$ cat src/rtl/mem_bus_arbiter.sv
// Two-master arbiter for the shared memory bus: one 4-phase req/ready transaction at a time,
// round-robin or fixed priority, with a BUSY timeout so a dead slave cannot hang a master.
module mem_bus_arbiter #(
    parameter int            AW           = 32,
    parameter int            DW           = 32,
    parameter int            FIXED_PRIO   = 0,
    parameter int            TIMEOUT      = 255,
    parameter logic [DW-1:0] TIMEOUT_DATA = DW'(32'hDEADBEEF)
) (
    input  logic          i_clk,
    input  logic          i_rst,

    input  logic          i_m0_req,
    input  logic          i_m0_we,
    input  logic [AW-1:0] i_m0_addr,
    input  logic [DW-1:0] i_m0_data,
    output logic [DW-1:0] o_m0_data,
    output logic          o_m0_ready,
    output logic          o_m0_err,

    input  logic          i_m1_req,
    input  logic          i_m1_we,
    input  logic [AW-1:0] i_m1_addr,
    input  logic [DW-1:0] i_m1_data,
    output logic [DW-1:0] o_m1_data,
    output logic          o_m1_ready,
    output logic          o_m1_err,

    output logic          o_mem_req,
    output logic          o_mem_we,
    output logic [AW-1:0] o_mem_addr,
    output logic [DW-1:0] o_mem_data,
    input  logic [DW-1:0] i_mem_data,
    input  logic          i_mem_ready,

    output logic [1:0]    o_grant
);

    typedef enum logic [1:0] {
        IDLE,
        BUSY,
        DONE
    } state_t;

    state_t      state;
    logic        owner;
    logic        last_grant;
    logic [31:0] count;

    logic        pick_m1;
    logic        owner_req;
    logic        timed_out;
    logic [DW-1:0] done_data;

    // On a tie, round-robin hands the bus to whichever master did not own it last.
    always_comb begin
        pick_m1 = i_m1_req;
        if (i_m0_req && i_m1_req) begin
            pick_m1 = (FIXED_PRIO != 0) ? 1'b0 : ~last_grant;
        end
    end

    assign owner_req = owner ? i_m1_req : i_m0_req;
    assign timed_out = (TIMEOUT != 0) && (count == 32'(TIMEOUT - 1));
    assign done_data = i_mem_ready ? i_mem_data : TIMEOUT_DATA;

    always_ff @(posedge i_clk or posedge i_rst) begin
        if (i_rst) begin
            state      <= IDLE;
            owner      <= 1'b0;
            last_grant <= 1'b1;
            count      <= '0;
            o_m0_data  <= '0;
            o_m0_ready <= 1'b0;
            o_m0_err   <= 1'b0;
            o_m1_data  <= '0;
            o_m1_ready <= 1'b0;
            o_m1_err   <= 1'b0;
            o_mem_req  <= 1'b0;
            o_mem_we   <= 1'b0;
            o_mem_addr <= '0;
            o_mem_data <= '0;
            o_grant    <= 2'b00;
        end else begin
            case (state)
                IDLE: begin
                    if (i_m0_req || i_m1_req) begin
                        owner      <= pick_m1;
                        o_grant    <= pick_m1 ? 2'b10 : 2'b01;
                        o_mem_we   <= pick_m1 ? i_m1_we   : i_m0_we;
                        o_mem_addr <= pick_m1 ? i_m1_addr : i_m0_addr;
                        o_mem_data <= pick_m1 ? i_m1_data : i_m0_data;
                        o_mem_req  <= 1'b1;
                        count      <= '0;
                        state      <= BUSY;
                    end
                end

                // A real ready always beats a timeout landing on the same edge.
                BUSY: begin
                    if (i_mem_ready || timed_out) begin
                        o_mem_req <= 1'b0;
                        if (owner) begin
                            o_m1_ready <= 1'b1;
                            o_m1_err   <= ~i_mem_ready;
                            if (!o_mem_we) begin
                                o_m1_data <= done_data;
                            end
                        end else begin
                            o_m0_ready <= 1'b1;
                            o_m0_err   <= ~i_mem_ready;
                            if (!o_mem_we) begin
                                o_m0_data <= done_data;
                            end
                        end
                        state <= DONE;
                    end else begin
                        count <= count + 32'd1;
                    end
                end

                DONE: begin
                    if (!owner_req && !i_mem_ready) begin
                        o_m0_ready <= 1'b0;
                        o_m0_err   <= 1'b0;
                        o_m1_ready <= 1'b0;
                        o_m1_err   <= 1'b0;
                        o_grant    <= 2'b00;
                        last_grant <= owner;
                        state      <= IDLE;
                    end
                end

                default: state <= IDLE;
            endcase
        end
    end

endmodule

$ cat config.mk
export PLATFORM = sky130hd
export DESIGN_NAME = mem_bus_arbiter
export DESIGN_NICKNAME = d
export VERILOG_FILES = /design/src/rtl/mem_bus_arbiter.sv
export SDC_FILE = /design/constraint.sdc
export NUM_CORES = 1
export LEC_CHECK = 0
export CORE_UTILIZATION = 25
export CTS_BUF_LIST = sky130_fd_sc_hd__clkbuf_2
export CTS_CLUSTER_SIZE = 40
export DETAILED_ROUTE_END_ITERATION = 10
export HOLD_SLACK_MARGIN = 0.15
export PLACE_DENSITY = 0.65
export SLEW_MARGIN = 5
export SYNTH_ARGS = -nofsm -noshare
export SYNTH_HDL_FRONTEND = slang
export SYNTH_SLANG_ARGS = --single-unit
export TNS_END_PERCENT = 20
$ cat constraint.sdc
create_clock -name i_clk -period 5.1 [get_ports i_clk]
set_input_delay 0.765 -clock i_clk [delete_from_list [all_inputs] [get_ports i_clk]]
set_output_delay 0.765 -clock i_clk [all_outputs]
set_load 0.03 [all_outputs]
==> flow_summary_export.csv, run 1 <==
group,metric,value,unit
setup_path,critPathRequiredTime,5.79,ns
timing,slew_headroom,0.2994,
pwr,powerDensity,572.7,nW/um^2
placed_design,globalplace.congestion,0.8281,
floorplan,ios,303,
global_routing,grt_max_degree,173,
clocking,clockBufferDepth,2,
detailed_routing,routed_wl,22.82,mm
placed_design,place_inst,1364,
logic_synthesis,synth_edf_count,0,
setup_path,r2r_start,"state[0]",
timing,rsz0062_at_grt,"false",
detailed_routing,ant_nets,0,
clocking,clock_latency,0.77,ns
detailed_routing,drc,0,
timing,tightest_slew,1.051,ns
global_routing,first_global_vias,6523,
clocking,postCtsHoldBufs,0,
setup_path,worstPathMaxFanout,26,
floorplan,rows,64,
floorplan,die_x,177.9,um
cells_and_area,area_delta_synth_final,48.13,%
setup_path,ff2ff_path_depth,6,
setup_path,crit_type,"flip-flop to flip-flop",
floorplan,die_area,31640,sq um
setup_path,path_cells,"nor2b_1, nand2_1, nor2_2, and2_1, buf_4, o21ai_1",
run_status,outcome,"completed",
clocking,tritoncts,"done",
logic_synthesis,ys_top_cells_by_area,"dfrtp_1 (55%), mux2i_1 (9.2%), o32a_1 (6.2%), o21ai_0 (4.5%), nand2_1 (4.4%)",
setup_path,cp.depth,6,
logic_synthesis,avgSynthCellArea,11.00,sq um
timing,finalSetupViolations,0,
logic_synthesis,netlist.area_leader.share,0.5533,
timing,drv_slew,0,
placed_design,io_buffers,302,
cells_and_area,drive_gt1_frac,0.06300,
timing,fin_tns_setup,0,ns
setup_path,cp-startpoint,"state[0]",
cells_and_area,layout.nets,1156,
pwr,ir_worst_vdd,214.8,uV
global_routing,antenna_found_initial,1,
timing,timing.fmax,327.2,MHz
flow_run,maxCapViolations,0,
clocking,root_buffer,"clkbuf_2",
pwr,p_leak,4.689,nW
logic_synthesis,synth.distinct_cells,60,
timing,finalCritPeriodShare,0.5992,
global_routing,grt_usage,0.1419,
placed_design,placed_area,11160,sq um
cells_and_area,fin_area,11460,sq um
timing,finalHoldViolCount,0,
cells_and_area,mostFrequentLayoutCells,"clkdlybuf4s50_1 (302), dfrtp_1 (171), nand2_1 (90)",
setup_path,crit_arrival,3.75,ns
timing,holdWs,0.5163,ns
logic_synthesis,ys_ff_latch,172,
timing,layout_min_cycle_time,3.056,ns
detailed_routing,drt-initial-drc-count,316,
detailed_routing,wl_per_cell,16.34,um
setup_path,cp-start-kind,"flip-flop",
logic_synthesis,synthArstFlopShare,1.000,
cells_and_area,register_area,4305,sq um
logic_synthesis,synth_top_area_cell,"dfrtp_1",
setup_path,max_stage_delay,0.83,ns
cells_and_area,n_fill_cell,3012,
detailed_routing,first_pass_iters,6,
pwr,power.total,6.561,mW
timing,finClkSkew,0.06795,ns
clocking,cts_resized,0,
logic_synthesis,ys_warn_count,0,
logic_synthesis,synth_cells,703,
detailed_routing,via_count,6692,
clocking,clk_pin_slew_worst_paths,0.32,ns
global_routing,grt_pass1_wl,35.03,mm
detailed_routing,avgViaCountPerCell,4.790,
global_routing,overflow,0,
logic_synthesis,synthFlopType,"dfrtp_1",
cells_and_area,final_cells,1397,
logic_synthesis,syn_area,7734,sq um
cells_and_area,multiInputGateArea,3134,sq um
min_path,hold_class,"input port to asynchronous set/reset pin",
clocking,cts_buffers,17,
logic_synthesis,synth_nets,872,
setup_path,ff2ff_setup_slack,2.04,ns
logic_synthesis,synth-seq-area-share,0.5567,
setup_path,path_delay_family,"simple AND/OR/NAND/NOR gates",
clocking,clock-sinks,172,
setup_path,cpMaxStageDelayCell,"and2_1",
setup_path,crit_buf_inv,1,
floorplan,initial_utilization,0.2535,
clocking,postCtsSetupBuffers,0,
placed_design,hpwl,16.32,mm
clocking,h-tree-depth,4,
floorplan,chipHeight,177.9,um
setup_path,end_kind,"flip-flop",
floorplan,coreArea,30510,sq um
cells_and_area,layout_commonest_cell,"clkdlybuf4s50_1",
state kept, by name, indices dropped and copies added (netlist names):
name        cells
o_grant         2
o_mem_data     32
o_mem_we        1
o_mem_addr     32
o_m0_err        1
count          32
last_grant      1
o_mem_req       1
o_m0_data      32
owner           1
o_m0_ready      1
state           2
o_m1_ready      1
o_m1_err        1
o_m1_data      32
cell usage after synthesis (11+ instances only):
cell type,n
dfrtp_1,171
nand2_1,90
mux2i_1,71
o21ai_0,70
o32a_1,48
nand3_1,34
clkbuf_1,29
inv_1,16
o21ai_1,14
buf_2,12
a21oi_1,11
worst reg2reg max path: cells and delay by family (launching register included):
kind / cells / cell delay, ns
simple gates: 4 / 2.13
buf+inv: 1 / 0.30
compound gates: 1 / 0.07
flops: 1 / 0.52
layout make-up:
class                           instances  share of cell area
Sequential cell                       172              0.3758
Multi-Input combinational cell        463              0.2736
Clock buffer                           17            0.007427
Clock inverter                         15             0.01824
Inverter                               16            0.005570
Antenna cell                            1           0.0002184
Tap cell                              396             0.04325
Timing Repair Buffer                  317              0.2759
cells by family (layout without fill, tap and decap cells):
group	count (synthesis)	count (layout)	synth area share
AOI/OAI and AO/OA	203	203	0.1857
other	0	1	0
and+or+nand+nor	185	185	0.1200
muxes	72	72	0.09335
xor gates and xnor gates	1	1	0.001133
buffers and inverters	68	365	0.03980
DFF	172	172	0.5567
adders and majority gates	2	2	0.003235
per-layer routing:
| metal | share of wire | global-route usage | vias up |
|---|---|---|---|
| li1 | - | - | 3192 |
| met1 | 0.43 | 0.1810 | 3194 |
| met2 | 0.48 | 0.2309 | 281 |
| met3 | 0.076 | 0.03813 | 25 |
| met4 | 0.016 | 0.04701 | 0 |
| met5 | 0 | 0 | - |
final timing paths:
check | to
worst max register to register | o_m0_data[4]
min in group i_clk | o_mem_addr[30]
worst min-delay path | o_m1_data[2]
max in group asynchronous | count[14]
worst max-delay path | o_m0_data[4]
worst min register to register | o_mem_addr[30]
stage by stage:
step | utilization | setup WS (ns)
floorplan | - | 2.139
global placement | 0.3658 | 1.915
detailed placement | 0.3658 | 1.895
CTS | 0.3754 | 2.045
global route | 0.3755 | 1.747
finish | 0.3755 | 2.044
power breakdown:
part	internal (mW)	total (mW)	switching [mW]
clock	0.192	0.810	0.619
sequential	1.91	2.24	0.331
combinational	1.44	3.51	2.08
Note: power is estimated with default switching activity, not from simulation.
==> inputs of run 2 (changes only) <==
Settings changed: PLACE_DENSITY 0.65 to 0.63.
Clock period 5.1 ns to 3.1 ns, I/O delays scaled along.
==> flow_summary_export.csv, run 2 (synthesized netlist as in run 1, its figures left out) <==
group,metric,value,unit
run_status,outcome,"completed",
floorplan,die_area,31640,sq um
detailed_routing,wl_per_cell,16.37,um
timing,finalHoldViolCount,0,
global_routing,grt_max_degree,92,
floorplan,ios,303,
floorplan,chipHeight,177.9,um
pwr,powerDensity,933.6,nW/um^2
timing,fin_ws,0.3594,ns
cells_and_area,layout.nets,1158,
clocking,tritoncts,"done",
setup_path,end_kind,"flip-flop",
timing,layout_min_cycle_time,2.741,ns
clocking,clock_latency,0.76,ns
detailed_routing,first_pass_iters,9,
pwr,switching_share,0.4572,
timing,holdWs,0.2566,ns
global_routing,antenna_found_initial,1,
floorplan,coreArea,30510,sq um
clocking,postCtsSetupBuffers,0,
pwr,p_comb_frac,0.543,
detailed_routing,avgViaCountPerCell,4.752,
setup_path,crit_type,"flip-flop to flip-flop",
min_path,min_to,"o_m0_data[22]",
detailed_routing,drt-initial-drc-count,344,
global_routing,overflow,0,
timing,tightest_slew,0.9447,ns
setup_path,critPathRequiredTime,3.80,ns
floorplan,die_x,177.9,um
pwr,p_int,5.815,mW
pwr,p_leak,4.694,nW
timing,drv_slew,0,
setup_path,r2r_start,"count[0]",
global_routing,grt_pass1_wl,35.67,mm
detailed_routing,routed_wl,22.91,mm
setup_path,worstPathMaxFanout,24,
cells_and_area,area_delta_synth_final,48.37,%
placed_design,hpwl,16.48,mm
timing,finClkSkew,0.07332,ns
pwr,power_frac_seq,0.342,
placed_design,placed_area,11200,sq um
min_path,min_delay_path_depth,3,
cells_and_area,fin_area,11470,sq um
detailed_routing,via_count,6648,
timing,timing.fmax,364.9,MHz
cells_and_area,layout_commonest_cell,"clkdlybuf4s50_1",
timing,rsz0062_at_grt,"false",
pwr,power.total,10.71,mW
floorplan,initial_utilization,0.2535,
min_path,hold_class,"input port to flip-flop",
setup_path,crit_arrival,3.44,ns
clocking,cts_buffers,17,
pwr,switchingPower,4.898,mW
pwr,clkPwrFrac,0.115,
min_path,min_from,"i_mem_data[22]",
setup_path,worst_r2r_endpoint,"o_m1_data[1]",
timing,finalCritPeriodShare,0.8841,
global_routing,grt_usage,0.1441,
setup_path,ff2ff_path_depth,7,
clocking,clock-sinks,172,
placed_design,globalplace.congestion,0.7852,
pwr,ir_worst_vdd,349.7,uV
placed_design,place_ws,0.4500,ns
clocking,clockBufferDepth,2,
timing,fin_tns_setup,0,ns
setup_path,ff2ff_setup_slack,0.36,ns
floorplan,rows,64,
clocking,h-tree-depth,4,
cells_and_area,mostFrequentLayoutCells,"clkdlybuf4s50_1 (302), dfrtp_1 (171), nand2_1 (90)",
timing,slew_headroom,0.3702,
clocking,root_buffer,"clkbuf_2",
placed_design,io_buffers,302,
detailed_routing,ant_nets,0,
global_routing,first_global_vias,6422,
flow_run,maxCapViolations,0,
detailed_routing,drc,0,
clocking,clk_pin_slew_worst_paths,0.33,ns
cells_and_area,drive_gt1_frac,0.06387,
setup_path,cp-start-kind,"flip-flop",
timing,finalSetupViolations,0,
-- run 2: per-stage QoR --
stage / utilization / cells
final: 0.3761 / 1399
after global routing: 0.3761 / 1399
after CTS: 0.3760 / 1398
after detailed placement: 0.3672 / 1365
after global placement: 0.3672 / 1365
after floorplan: - / 703
-- run 2: layout make-up --
class | count | area (sq um)
fill | 3045 | 19030
sequential | 172 | 4305
timing repair buffer | 319 | 3216
multi-input combinational | 463 | 3134
tap | 396 | 495.5
clock inverter | 15 | 172.7
clock buffer | 17 | 85.08
inverter | 16 | 63.81
antenna | 1 | 2.502
-- run 2: worst max-delay path by stage --
stage          depth (start not counted)            end  slack (ns)      from
4_1_cts                                7  o_m1_data[31]        0.36  count[0]
2_1_floorplan                          1       count[0]        0.44     i_rst
3_3_place_gp                           7  o_m1_data[10]        0.47  count[0]
3_5_place_dp                           7  o_m1_data[12]        0.45  count[0]
5_1_grt                                7   o_m1_data[7]        0.08  count[0]
6_report                               7   o_m1_data[1]        0.36  count[0]
-- run 2: power by group through the flow --
stage | registers, mW | logic (mW) | clock network, mW
floorplan | 5.36 | 1.65 | 0
global route | 3.79 | 6.22 | 1.40
global placement | 3.69 | 5.84 | 0
finish | 3.66 | 5.82 | 1.23
detailed placement | 3.71 | 5.88 | 0
CTS | 3.68 | 5.88 | 1.31
-- run 2: critical path, stage by stage, from the launching register on --
cell      delay [ns]
dfrtp_1         0.49
inv_1           0.10
ha_1            0.15
nor3b_1         0.20
nand4_1         0.27
o21bai_2        0.37
and2_1          0.81
o32a_1          0.30
-- run 2: what timing repair did --
| action | in CTS | in global routing |
|---|---|---|
| hold endpoints to repair | 17 | 0 |
| hold buffers | 1 | 0 |
| gates resized for setup | 0 | 0 |
-- run 2: metal layers --
metal | share of wire | routed length (um) | global-route usage | vias up
li1 | - | - | - | 3192
met1 | 0.43 | 9774 | 0.1852 | 3176
met2 | 0.48 | 11050 | 0.2354 | 265
met3 | 0.080 | 1829 | 0.04327 | 15
met4 | 0.011 | 252 | 0.03490 | 0
met5 | 0 | 0 | 0 | -
==> inputs of run 3 (changes only) <==
Settings changed: CELL_PAD_IN_SITES_DETAIL_PLACEMENT from default to 0, CELL_PAD_IN_SITES_GLOBAL_PLACEMENT from default to 1, PLACE_DENSITY 0.63 to 0.76.
Clock period 3.1 ns to 2.9 ns, I/O delays scaled along.
==> flow_summary_export.csv, run 3 (synthesized netlist as in run 1, its figures left out) <==
group,metric,value,unit
setup_path,crit_arrival,2.12,ns
detailed_routing,ant_nets,0,
detailed_routing,drt-initial-drc-count,298,
floorplan,die_area,31640,sq um
clocking,h-tree-depth,4,
cells_and_area,layout.nets,1165,
timing,rsz0062_at_grt,"false",
placed_design,globalplace.congestion,0.7554,
detailed_routing,routed_wl,22.89,mm
setup_path,worstPathMaxFanout,5,
cells_and_area,register_area,4305,sq um
setup_path,cp-startpoint,"o_mem_we",
timing,finalSetupViolations,0,
timing,slew_headroom,0.5664,
setup_path,path_delay_family,"buffers and inverters",
global_routing,grt_pass1_wl,35.69,mm
setup_path,ff2ff_path_depth,8,
flow_run,maxCapViolations,0,
setup_path,end_kind,"primary output",
global_routing,antenna_found_initial,1,
run_status,outcome,"completed",
detailed_routing,via_count,6634,
placed_design,io_buffers,302,
timing,timing.fmax,390.9,MHz
floorplan,coreArea,30510,sq um
clocking,clock_latency,0.73,ns
clocking,clk_pin_slew_worst_paths,0.32,ns
setup_path,critPathRequiredTime,2.47,ns
floorplan,chipHeight,177.9,um
setup_path,crit_buf_inv,1,
setup_path,ff2ff_setup_slack,0.60,ns
cells_and_area,mostFrequentLayoutCells,"clkdlybuf4s50_1 (302), dfrtp_1 (171), nand2_1 (90)",
clocking,root_buffer,"clkbuf_2",
timing,finalHoldViolCount,0,
floorplan,rows,64,
pwr,p_leak,4.731,nW
setup_path,crit_type,"flip-flop to primary output",
timing,finalCritPeriodShare,0.8821,
clocking,cts_resized,0,
detailed_routing,avgViaCountPerCell,4.718,
setup_path,cpMaxStageDelayCell,"clkdlybuf4s50_1",
setup_path,worst_r2r_endpoint,"o_m0_data[27]",
setup_path,path_cells,"clkdlybuf4s50_1",
pwr,power.total,11.48,mW
floorplan,initial_utilization,0.2535,
setup_path,max_stage_delay,0.76,ns
timing,finClkSkew,0.05441,ns
detailed_routing,wl_per_cell,16.28,um
pwr,powerDensity,995.8,nW/um^2
setup_path,cp.depth,1,
clocking,tritoncts,"done",
min_path,hold_class,"input port to flip-flop",
global_routing,grt_max_degree,84,
timing,layout_min_cycle_time,2.558,ns
timing,fin_tns_setup,0,ns
cells_and_area,area_delta_synth_final,49.07,%
clocking,clockBufferDepth,2,
timing,fin_ws,0.3419,ns
global_routing,first_global_vias,6620,
setup_path,crit_end,"o_mem_we",
cells_and_area,layout_commonest_cell,"clkdlybuf4s50_1",
floorplan,die_x,177.9,um
cells_and_area,n_fill_cell,3051,
floorplan,ios,303,
clocking,cts_buffers,17,
detailed_routing,first_pass_iters,5,
setup_path,cp-start-kind,"flip-flop",
cells_and_area,multiInputGateArea,3134,sq um
setup_path,r2r_start,"count[0]",
cells_and_area,drive_gt1_frac,0.06938,
global_routing,grt_usage,0.1441,
global_routing,overflow,0,
placed_design,place_ws,0.4874,ns
clocking,clock-sinks,172,
timing,drv_slew,0,
pwr,ir_worst_vdd,343.7,uV
placed_design,hpwl,16.73,mm
timing,tightest_slew,0.6454,ns
detailed_routing,drc,0,
[run 3: cell count changes in the layout (fill, tap and decap cells not counted)]
cell	before	now
buf_4	11	17
clkinv_8	4	5
clkinvlp_4	3	2
dlygate4sd3_1	1	2
inv_12	1	0
inv_6	2	4
inv_8	4	3
[run 3: cell type report]
type,instances,share of cell area
antenna,1,0.0002171
multi-input combinational,463,0.2719
tap,396,0.04298
sequential,172,0.3735
inverter,16,0.005535
clock inverter,15,0.01487
timing repair buffer,326,0.2837
clock buffer,17,0.007380
[run 3: worst min-delay path by stage]
stage | start | to | slack [ns] | cells after the start
after global placement | o_mem_addr[1] | o_mem_addr[1] | 0.46 | 2
final | i_m0_data[16] | o_mem_data[16] | 0.27 | 3
after floorplan | count[26] | count[26] | 0.47 | 1
after detailed placement | o_mem_addr[8] | o_mem_addr[8] | 0.47 | 2
after global routing | i_m0_addr[15] | o_mem_addr[15] | 0.16 | 3
after CTS | i_m0_data[28] | o_mem_data[28] | 0.15 | 3
[run 3: what timing repair did]
item / in CTS / in global routing
buffers inserted: 0 / 0
hold endpoints to repair: 9 / 0
hold buffers: 2 / 0
[run 3: per-layer routing]
layer / track usage / vias up / routed length, um
li1: - / 3216 / -
met1: 0.1849 / 3160 / 10120
met2: 0.2328 / 248 / 10810
met3: 0.04177 / 10 / 1776
met4: 0.04309 / 0 / 182
met5: 0 / - / 0
[run 3: metrics by stage]
stage,utilization,instance area (sq um),cells,hold slack [ns]
detailed placement,0.3687,11250,1371,0.4691
CTS,0.3778,11530,1405,0.1521
floorplan,-,7737,703,0.4653
global route,0.3779,11530,1406,0.1577
global placement,0.3687,11250,1371,0.4601
finish,0.3779,11530,1406,0.2691
[run 3: power breakdown]
part / leakage [nW] / internal, mW / switching (mW)
Combinational: 2.47 / 2.59 / 3.66
Clock: 0.150 / 0.293 / 1.01
Sequential: 2.11 / 3.35 / 0.576
Total: 4.73 / 6.23 / 5.25
